<file path="src/rtl/timer_ctrl_if.sv">
// timer_ctrl_if: the control/status bundle between the CPU-side register block
// and the timer sequencer.
//   master (register block): drives start/stop/clear and the config fields,
//                            and observes count/busy/paused/done.
//   slave  (timer_ctrl):     the mirror image of master.
// Optional macro TIMER_CTRL_IRQ_EN adds irq (slave->master) and irq_ack
// (master->slave).
interface timer_ctrl_if #(
    parameter int WIDTH   = 8,
    parameter int PRESC_W = 4
);
    logic               start;
    logic               stop;
    logic               clear;
    logic               auto_reload;
    logic [PRESC_W-1:0] prescale;
    logic [WIDTH-1:0]   preset;
    logic [WIDTH-1:0]   limit;
    logic [WIDTH-1:0]   count;
    logic               busy;
    logic               paused;
    logic               done;
`ifdef TIMER_CTRL_IRQ_EN
    logic               irq;
    logic               irq_ack;
`endif

    modport master (
        output start, stop, clear, auto_reload, prescale, preset, limit,
`ifdef TIMER_CTRL_IRQ_EN
        output irq_ack,
        input  irq,
`endif
        input  count, busy, paused, done
    );

    modport slave (
        input  start, stop, clear, auto_reload, prescale, preset, limit,
`ifdef TIMER_CTRL_IRQ_EN
        input  irq_ack,
        output irq,
`endif
        output count, busy, paused, done
    );
endinterface

</file>
<file path="src/rtl/timer_ctrl.sv">
// timer_ctrl: load/increment timer sequencer. It owns the count register,
// loads a preset on start, advances on prescaled ticks, and on reaching the
// limit either halts or reloads the preset.
// Ports:
//   clk   - system clock
//   rst_n - asynchronous active-low reset
//   bus   - timer_ctrl_if.slave (start/stop/clear, config in; count/busy/
//           paused/done out)
// Optional macro TIMER_CTRL_IRQ_EN: sticky irq, set with done and cleared by
// irq_ack. Setting wins over ack in the same cycle.
//
// state | meaning
// IDLE  | stopped, count cleared; waiting for start
// RUN   | prescaler counting, count advances on ticks
// PAUSE | count and prescaler frozen; start resumes without reload
// HALT  | terminal reached without auto-reload; count held at limit
module timer_ctrl #(
    parameter int WIDTH   = 8,
    parameter int PRESC_W = 4
) (
    input  logic         clk,
    input  logic         rst_n,
    timer_ctrl_if.slave  bus
);
    typedef enum logic [1:0] {
        S_IDLE  = 2'd0,
        S_RUN   = 2'd1,
        S_PAUSE = 2'd2,
        S_HALT  = 2'd3
    } state_t;

    state_t             state_q, state_d;
    logic [WIDTH-1:0]   count_q, count_d;
    logic [PRESC_W-1:0] psc_cnt_q, psc_cnt_d;
    logic [WIDTH-1:0]   preset_q, preset_d;
    logic [WIDTH-1:0]   limit_q, limit_d;
    logic [PRESC_W-1:0] presc_q, presc_d;
    logic               reload_q, reload_d;
    logic               done_q, done_d;
`ifdef TIMER_CTRL_IRQ_EN
    logic               irq_q, irq_d;
`endif

    always_ff @(posedge clk or negedge rst_n) begin
        if (!rst_n) begin
            state_q   <= S_IDLE;
            count_q   <= '0;
            psc_cnt_q <= '0;
            preset_q  <= '0;
            limit_q   <= '0;
            presc_q   <= '0;
            reload_q  <= 1'b0;
            done_q    <= 1'b0;
`ifdef TIMER_CTRL_IRQ_EN
            irq_q     <= 1'b0;
`endif
        end else begin
            state_q   <= state_d;
            count_q   <= count_d;
            psc_cnt_q <= psc_cnt_d;
            preset_q  <= preset_d;
            limit_q   <= limit_d;
            presc_q   <= presc_d;
            reload_q  <= reload_d;
            done_q    <= done_d;
`ifdef TIMER_CTRL_IRQ_EN
            irq_q     <= irq_d;
`endif
        end
    end

    always_comb begin
        state_d   = state_q;
        count_d   = count_q;
        psc_cnt_d = psc_cnt_q;
        preset_d  = preset_q;
        limit_d   = limit_q;
        presc_d   = presc_q;
        reload_d  = reload_q;
        done_d    = 1'b0;

        if (bus.clear) begin
            state_d   = S_IDLE;
            count_d   = '0;
            psc_cnt_d = '0;
        end else begin
            unique case (state_q)
                S_IDLE, S_HALT: begin
                    if (bus.start && !bus.stop) begin
                        preset_d  = bus.preset;
                        limit_d   = bus.limit;
                        presc_d   = bus.prescale;
                        reload_d  = bus.auto_reload;
                        count_d   = bus.preset;
                        psc_cnt_d = '0;
                        state_d   = S_RUN;
                    end
                end
                S_RUN: begin
                    if (bus.stop) begin
                        state_d = S_PAUSE;
                    end else if (psc_cnt_q == presc_q) begin
                        // tick
                        psc_cnt_d = '0;
                        if (count_q == limit_q) begin
                            done_d = 1'b1;
                            if (reload_q) begin
                                count_d = preset_q;
                            end else begin
                                state_d = S_HALT;
                            end
                        end else begin
                            count_d = count_q + WIDTH'(1);
                        end
                    end else begin
                        psc_cnt_d = psc_cnt_q + PRESC_W'(1);
                    end
                end
                S_PAUSE: begin
                    if (bus.start && !bus.stop) begin
                        state_d = S_RUN;
                    end
                end
                default: state_d = S_IDLE;
            endcase
        end
    end

`ifdef TIMER_CTRL_IRQ_EN
    always_comb begin
        irq_d = irq_q;
        if (bus.clear) begin
            irq_d = 1'b0;
        end else if (done_d) begin
            irq_d = 1'b1;
        end else if (bus.irq_ack) begin
            irq_d = 1'b0;
        end
    end

    assign bus.irq = irq_q;
`endif

    assign bus.count  = count_q;
    assign bus.busy   = (state_q == S_RUN);
    assign bus.paused = (state_q == S_PAUSE);
    assign bus.done   = done_q;
endmodule

</file>
<file path="src/flat_wrapper.sv">
// flat-port wrapper written by rule: the top's interface ports become plain ports
module timer_ctrl_flat 
#(
    parameter int WIDTH   = 8,
    parameter int PRESC_W = 4
)
  (clk, rst_n, bus_start, bus_stop, bus_clear, bus_auto_reload, bus_prescale, bus_preset, bus_limit, bus_count, bus_busy, bus_paused, bus_done);
  timer_ctrl_if #(.WIDTH(WIDTH), .PRESC_W(PRESC_W)) bus_i ();
  input  logic clk;
  input  logic rst_n;
  input wire logic [$bits(bus_i.start)-1:0] bus_start;
  input wire logic [$bits(bus_i.stop)-1:0] bus_stop;
  input wire logic [$bits(bus_i.clear)-1:0] bus_clear;
  input wire logic [$bits(bus_i.auto_reload)-1:0] bus_auto_reload;
  input wire logic [$bits(bus_i.prescale)-1:0] bus_prescale;
  input wire logic [$bits(bus_i.preset)-1:0] bus_preset;
  input wire logic [$bits(bus_i.limit)-1:0] bus_limit;
  output wire logic [$bits(bus_i.count)-1:0] bus_count;
  output wire logic [$bits(bus_i.busy)-1:0] bus_busy;
  output wire logic [$bits(bus_i.paused)-1:0] bus_paused;
  output wire logic [$bits(bus_i.done)-1:0] bus_done;
  assign bus_i.start = bus_start;
  assign bus_i.stop = bus_stop;
  assign bus_i.clear = bus_clear;
  assign bus_i.auto_reload = bus_auto_reload;
  assign bus_i.prescale = bus_prescale;
  assign bus_i.preset = bus_preset;
  assign bus_i.limit = bus_limit;
  assign bus_count = bus_i.count;
  assign bus_busy = bus_i.busy;
  assign bus_paused = bus_i.paused;
  assign bus_done = bus_i.done;
  timer_ctrl #(.WIDTH(WIDTH), .PRESC_W(PRESC_W)) u_core (.clk(clk), .rst_n(rst_n), .bus(bus_i));
endmodule
</file>
<file path="config.mk">
export PLATFORM = sky130hd
export DESIGN_NAME = timer_ctrl_flat
export DESIGN_NICKNAME = d
export VERILOG_FILES = /design/src/rtl/timer_ctrl_if.sv /design/src/rtl/timer_ctrl.sv /design/src/flat_wrapper.sv
export SDC_FILE = /design/constraint.sdc
export NUM_CORES = 1
export LEC_CHECK = 0
export ABC_AREA = 0
export ABC_CLOCK_PERIOD_IN_PS = 3010
export BUFFER_PORTS_ARGS = -buffer_cell sky130_fd_sc_hd__buf_2
export CORE_MARGIN = 2
export CORE_UTILIZATION = 53
export DETAILED_ROUTE_END_ITERATION = 8
export GPL_ROUTABILITY_DRIVEN = 0
export GPL_TIMING_DRIVEN = 1
export HOLD_SLACK_MARGIN = 0.02
export PLACE_DENSITY = 0.82
export RECOVER_POWER = 25
export SLEW_MARGIN = 20
export SYNTH_ARGS = -nofsm -noshare
export SYNTH_HDL_FRONTEND = slang
export SYNTH_SLANG_ARGS = --single-unit
</file>
<file path="constraint.sdc">
create_clock -name clk -period 3.01 [get_ports clk]
set_clock_uncertainty 0.05 [all_clocks]
set_input_delay 0 -clock clk [delete_from_list [all_inputs] [get_ports clk]]
set_output_delay 0 -clock clk [all_outputs]
set_load 0.01 [all_outputs]
</file>
; ---- Yosys cells after proc, flatten, opt, wreduce, memory -nomap -nowiden
; Cells that the tools add are included.
[totals]
input_bits = 26
elab_cells = 58
ff_bits = 36
out_inout_bits = 11
[op_classes]
eq_ne = 13
muxes = 24
bitwise_logic = 1
n_addsub = 2
reduce_logical = 10
[op_table]
columns = op, count
row1 = 2-to-1 mux 8 bit, 6
row2 = 2-to-1 mux 4 bit, 4
row3 = one-hot mux 8 bit (2 select lines), 1
row4 = 2-to-1 mux 2 bit, 6
row5 = != test 4 x 3 -> 1 bit (second input constant), 3
row6 = adder 8 x 1 -> 8 bit (second input constant), 1
row7 = equality test 8 bit, 1
row8 = one-hot mux 4 bit (2 select lines), 1
row9 = != test 3 x 2 -> 1 bit (second input constant), 2
row10 = AND reduction 3 bit, 2
row11 = 2-to-1 mux 1 bit, 5
row12 = AND reduction 5 bit, 1
row13 = adder 4 x 1 -> 4 bit (second input constant), 1
row14 = equality test 2 bit (second input constant), 2
row15 = equality test 4 bit, 1
row16 = != test 4 bit (second input constant), 1
row17 = one-hot mux 2 bit (2 select lines), 1
row18 = AND reduction 4 bit, 1
row19 = != test 3 x 1 -> 1 bit (second input constant), 1
row20 = != test 3 bit (second input constant), 1
row21 = nonzero test 3 bit, 1
row22 = OR reduction 3 bit, 1
row23 = equality test 2 x 1 -> 1 bit (second input constant), 1
row24 = zero test 2 bit, 1
row25 = 4 further kinds, 4

; ---- Longest topological paths before layout
[logic_depth]
depth_word = 6
depth_mapped = 8
ltp_nobuf = 7

; ---- Worst setup path after synthesis
; No wires, ideal clock.
[synth_path]
kind = flip-flop to flip-flop
start = register u_core.state_q[0]
end = register u_core.psc_cnt_q[3]
n_path_buf = 1
synth_period_minus_slack_ns = 2.074
setup_time_ns = 0.121
path_slack_ns = 0.936
path_stages_with_launch = 8
arrival_time_ns = 1.903
required_time_ns = 2.839
path_cell_list = dfrtp_1 -> ha_1 -> buf_2 -> mux2_2 -> a21oi_2 -> nor3_1 -> a21o_2 -> a22o_2
[synth_via]
word_cells_on_any_way = 10
cone_classes = eq/ne: 4 / mux: 2 / reduce/logical: 4
[synth_lines]
columns = element, line_no
row1 = "start, declared", timer_ctrl.sv:32  ; state_t state_q, state_d;
row2 = "start signal, assigned", timer_ctrl.sv:58  ; state_q <= state_d;
row3 = equality test 2 x 1 -> 1 bit (*), n/a
row4 = via bus_busy, flat_wrapper.sv:19  ; output wire logic [$bits(bus_i.busy)-1:0] bus_busy;
row5 = "!= test 3 bit (no line), or another cell as far along", n/a
row6 = AND reduction 3 bit (no line) / 2-to-1 mux 4 bit (equally long branches), n/a
row7 = "end signal, assigned", timer_ctrl.sv:60  ; psc_cnt_q <= psc_cnt_d;
row8 = "end, declared", timer_ctrl.sv:34  ; logic [PRESC_W-1:0] psc_cnt_q, psc_cnt_d;
; Mark *: on every way through the listed nets, which the timed path passes. The rest lies on a longest branch.
; A chain may end at the register's enable or synchronous reset.

; ---- Worst setup path after layout
[layout_path]
start = register u_core.count_q[2], in the netlist u_core.bus.count[2]
end = register u_core.state_q[0]
[layout_via]
elab_chain_cells = 3
[layout_rtl]
columns = element, line_no
row1 = "start, declared", timer_ctrl.sv:33  ; logic [WIDTH-1:0] count_q, count_d;
row2 = "start signal, assigned", timer_ctrl.sv:59  ; count_q <= count_d;
row3 = equality test 8 bit, timer_ctrl.sv:105  ; if (count_q == limit_q) begin
row4 = != test 4 x 3 -> 1 bit (no line), n/a
row5 = AND reduction 4 bit (no line), n/a
; No other way between the ends.

==> results.txt <==
----------------------------------------------------
[Outcome]
  Outcome ... finished, violations left
  Violated checks ... capacitance limit, slew limit

[Final layout]
  Number of cells in the finished layout apart from fillers ... 296
  Share of layout cells above drive strength 1 ... 30.2%
  Layout overhead on the synthesized area ... 28.4%
  Diodes inserted ... 0
  Nets ... 278
  Cell area after layout ... 2560 um2

[Setup path]
  Kind of critical path ... register to register
  Top cell family by delay on the critical path ... buffers and inverters
  Endpoint class of the critical path ... register
  Slowest-stage cell, CP ... sky130_fd_sc_hd__dlygate4sd3_1
  Required time of the critical path ... 3.14 ns
  Arrival time of data at the critical path endpoint ... 2.50 ns
  CP cell instances ... xnor2_1 -> and4_1 -> a41oi_1 -> o21ai_0 -> o41ai_1 -> dlygate4sd3_1
  Peak per-stage delay on the critical path ... 0.56 ns
  Worst setup SP type ... register
  CP Buf/Inv Count ... 1
  Peak fanout along the critical path ... 7

[Flow run]
  Max capacitance violation total ... 1

[Clocking]
  CTS tree ... built
  CTS buffer count ... 5
  # clock sinks ... 36
  CTS clock-pin slew for the worst setup and hold paths ... 0.07 ns
  Clock tree root buffer cell ... sky130_fd_sc_hd__clkbuf_8
  Post-CTS sizing ... 0
  Number of H-tree levels ... 2
  Latest clock arrival within the worst-skew pair ... 0.29 ns
  Number of buffers on the longest clock path ... 2

[Synth]
  Syn_area_per_cell ... 10.8 um2
  Flip-flop and latch count after synthesis ... 36
  Cell area after synthesis ... 2000 um2
  Fraction of the yosys area taken by sequential cells ... 45.1%
  Number of warnings reported in the yosys synthesis log ... 0
  Synthesized net count ... 216
  Gate count after technology mapping ... 185
  Number of distinct library cells after synthesis ... 37

[Global route]
  Total global-route track usage ... 21.8%
  Initial antenna violation count ... 0
  First-pass GRT wire length ... 7090 um
  Number of global-route vias before repair ... 1544
  Residual overflow from global routing ... 0
  Largest net degree at the start of global routing ... 37

[Place]
  Count of input and output buffers ... 36
  Placed wire-length estimate after detailed placement ... 2890 um
  Count of placed standard cells including taps ... 264
  Cell area after placement ... 2220 um2
  Dpl ws ... 0.887 ns

[Routing]
  Remaining antenna violation count after routing ... 0
  Iteration-0 DRC Markers ... 98
  Per-cell via count in the routed design ... 5.44
  Routed wire per std cell ... 14.2 um
  Vias ... 1610
  Final routed DRC violation total ... 0
  Total wire length after detailed routing ... 4210 um
  Drt pass-1 iters ... 4

[Power and ir drop]
  Leakage power figure ... 1.13 nW
  Areal power density over the cells ... 638 nW/um2
  Worst IR drop on VDD ... 0.000421 V

[Die]
  Initial Util ... 54.9%
  Horiz. Die Dim ... 65.4 um
  Total I/O pin count ... 37
  Core Rows ... 22
  Core outline area ... 3630 um2
  Height of the die ... 65.4 um
  Die area ... 4270 um2

[STA]
  Maximum clock frequency ... 422 MHz
  Setup violation total in the final timing report ... 0
  Final worst hold slack ... 0.0813 ns
  Unrepaired setup endpoints after global routing ... false
  Relative slew margins ... -25.0%
  Max Slew Vio Count ... 37
  Final cycle utilization of the critical path ... 78.8%
  Post-layout worst setup margin ... 0.638 ns
  Post-layout min period ... 2.37 ns
  Setup total negative slack ... 0 ns
  Count of final hold-check violations ... 0
  Transition at the pin with the smallest max-transition slack ... 1.88 ns

[Worst hold path]
  Kind of path behind the tightest hold check ... primary input to register

----------------------------------------------------
[worst reg2reg max path: cells and delay by family, from the launching register on]
family	cells	cell delay, ns
simple gates	1	0.33
xor+xnor	1	0.28
buf+inv	1	0.56
flops	1	0.48
compound gates	3	0.57
[layout by cell type, fill, tap and decap left out, drive strengths merged, types with 4 or more instances in the layout]
cell	instances
o21ai	8
xor2	7
nand3	9
a22o	6
xnor2	11
buf	33
inv	13
dfrtp	36
mux2	20
dlygate4sd3	24
ha	5
nand2	19
o211ai	4
nor2	8
clkbuf	10
[Yosys cell counts]
| master | n | area, um2 |
|---|---|---|
| sky130_fd_sc_hd__a21o_2 | 1 | 8.76 |
| sky130_fd_sc_hd__or3_2 | 1 | 7.51 |
| sky130_fd_sc_hd__nand3_1 | 9 | 45.0 |
| sky130_fd_sc_hd__clkbuf_1 | 2 | 7.51 |
| sky130_fd_sc_hd__a31oi_1 | 1 | 6.26 |
| sky130_fd_sc_hd__o22ai_1 | 1 | 6.26 |
| sky130_fd_sc_hd__dfrtp_1 | 36 | 901 |
| sky130_fd_sc_hd__nor4_4 | 1 | 21.3 |
| sky130_fd_sc_hd__nor2_1 | 8 | 30.0 |
| sky130_fd_sc_hd__nor3_1 | 3 | 15.0 |
| sky130_fd_sc_hd__a41oi_1 | 1 | 8.76 |
| sky130_fd_sc_hd__o21ai_0 | 8 | 40.0 |
| sky130_fd_sc_hd__o221ai_1 | 3 | 26.3 |
| sky130_fd_sc_hd__xnor2_1 | 11 | 96.3 |
| sky130_fd_sc_hd__a22o_1 | 5 | 43.8 |
| sky130_fd_sc_hd__a31o_2 | 2 | 17.5 |
| sky130_fd_sc_hd__inv_1 | 13 | 48.8 |
| sky130_fd_sc_hd__o31ai_2 | 1 | 12.5 |
| sky130_fd_sc_hd__nand4_2 | 1 | 12.5 |
| sky130_fd_sc_hd__nand4_1 | 1 | 6.26 |
| sky130_fd_sc_hd__buf_2 | 4 | 20.0 |
| sky130_fd_sc_hd__ha_1 | 5 | 62.6 |
| sky130_fd_sc_hd__a32o_1 | 3 | 30.0 |
| sky130_fd_sc_hd__buf_6 | 1 | 11.3 |
| sky130_fd_sc_hd__o211ai_1 | 4 | 30.0 |
| sky130_fd_sc_hd__a22o_2 | 1 | 10.0 |
| sky130_fd_sc_hd__and4_1 | 2 | 17.5 |
| sky130_fd_sc_hd__a21oi_1 | 2 | 10.0 |
| sky130_fd_sc_hd__a31o_4 | 1 | 17.5 |
| sky130_fd_sc_hd__a21oi_2 | 1 | 8.76 |
| sky130_fd_sc_hd__o41ai_1 | 1 | 8.76 |
| sky130_fd_sc_hd__mux2_2 | 20 | 225 |
| sky130_fd_sc_hd__nand2_1 | 19 | 71.3 |
| sky130_fd_sc_hd__or2_2 | 2 | 12.5 |
| sky130_fd_sc_hd__xor2_1 | 7 | 61.3 |
| sky130_fd_sc_hd__a211oi_4 | 1 | 20.0 |
| sky130_fd_sc_hd__o32ai_1 | 2 | 17.5 |
[per-stage QoR]
step | power (W) | utilization [%]
after CTS | 0.00165 | 70.7
final | 0.00163 | 70.5
after floorplan | 0.00106 | -
after global routing | 0.00174 | 70.5
after global placement | 0.00118 | 61.0
after detailed placement | 0.00120 | 61.0
[metal layers]
layer  vias to the layer above  global-route usage (%)  routed length, um
met5                         -                       0                  0
met4                         0                    8.85                 31
met3                         4                    5.14                202
met2                        37                    35.2               2060
met1                       781                    28.3               1910
li1                        788                       -                  -
[worst paths after layout]
check | startpoint | endpoint | slack, ns | cells after the start
worst max-delay path | u_core.bus.count[2] | u_core.state_q[0] | 0.64 | 6
worst min-delay path | bus_start | u_core.state_q[1] | 0.08 | 4
worst max register to register | u_core.bus.count[2] | u_core.state_q[0] | 0.64 | 6
worst min register to register | u_core.preset_q[1] | u_core.preset_q[1] | 0.46 | 1
max in group asynchronous | rst_n | u_core.presc_q[3] | 1.12 | 2
min in group asynchronous | rst_n | u_core.bus.done | 0.71 | 2
[report_power, final]
group	internal (W)	total, W	switching (W)	leakage, nW
sequential	0.000609	0.000722	0.000113	0.451
clock	0.000245	0.000418	0.000173	0.0541
combinational	0.000250	0.000495	0.000245	0.621
[timing repair]
action | in CTS | in global routing
hold endpoints to repair | 60 | 0
buffers inserted | 0 | 0
hold buffers | 24 | 0
[logic make-up after synthesis]
logic type                 after synthesis  share of synthesized area, %
DFF                                     36                          45.1
buffers and inverters                   20                          4.39
AOI/OAI and AO/OA                       39                          16.2
and+or+nand+nor                         47                          12.0
xor gates and xnor gates                18                          7.90
adders and majority gates                5                          3.13
muxes                                   20                          11.3
[final cells by class]
type | count | area [um2]
Sequential cell | 36 | 901
Fill cell | 295 | 1070
Clock buffer | 5 | 68.8
Multi-Input combinational cell | 129 | 1010
Clock inverter | 3 | 42.5
Inverter | 13 | 48.8
Timing Repair Buffer | 62 | 429
Tap cell | 48 | 60.1
[state kept, by name, summed over array words and instances (netlist names)]
signal / cells
u_core.bus.count: 8
u_core.reload_q: 1
u_core.psc_cnt_q: 4
u_core.limit_q: 8
u_core.state_q: 2
u_core.preset_q: 8
u_core.bus.done: 1
u_core.presc_q: 4
Power figures use the tool's default switching activity.
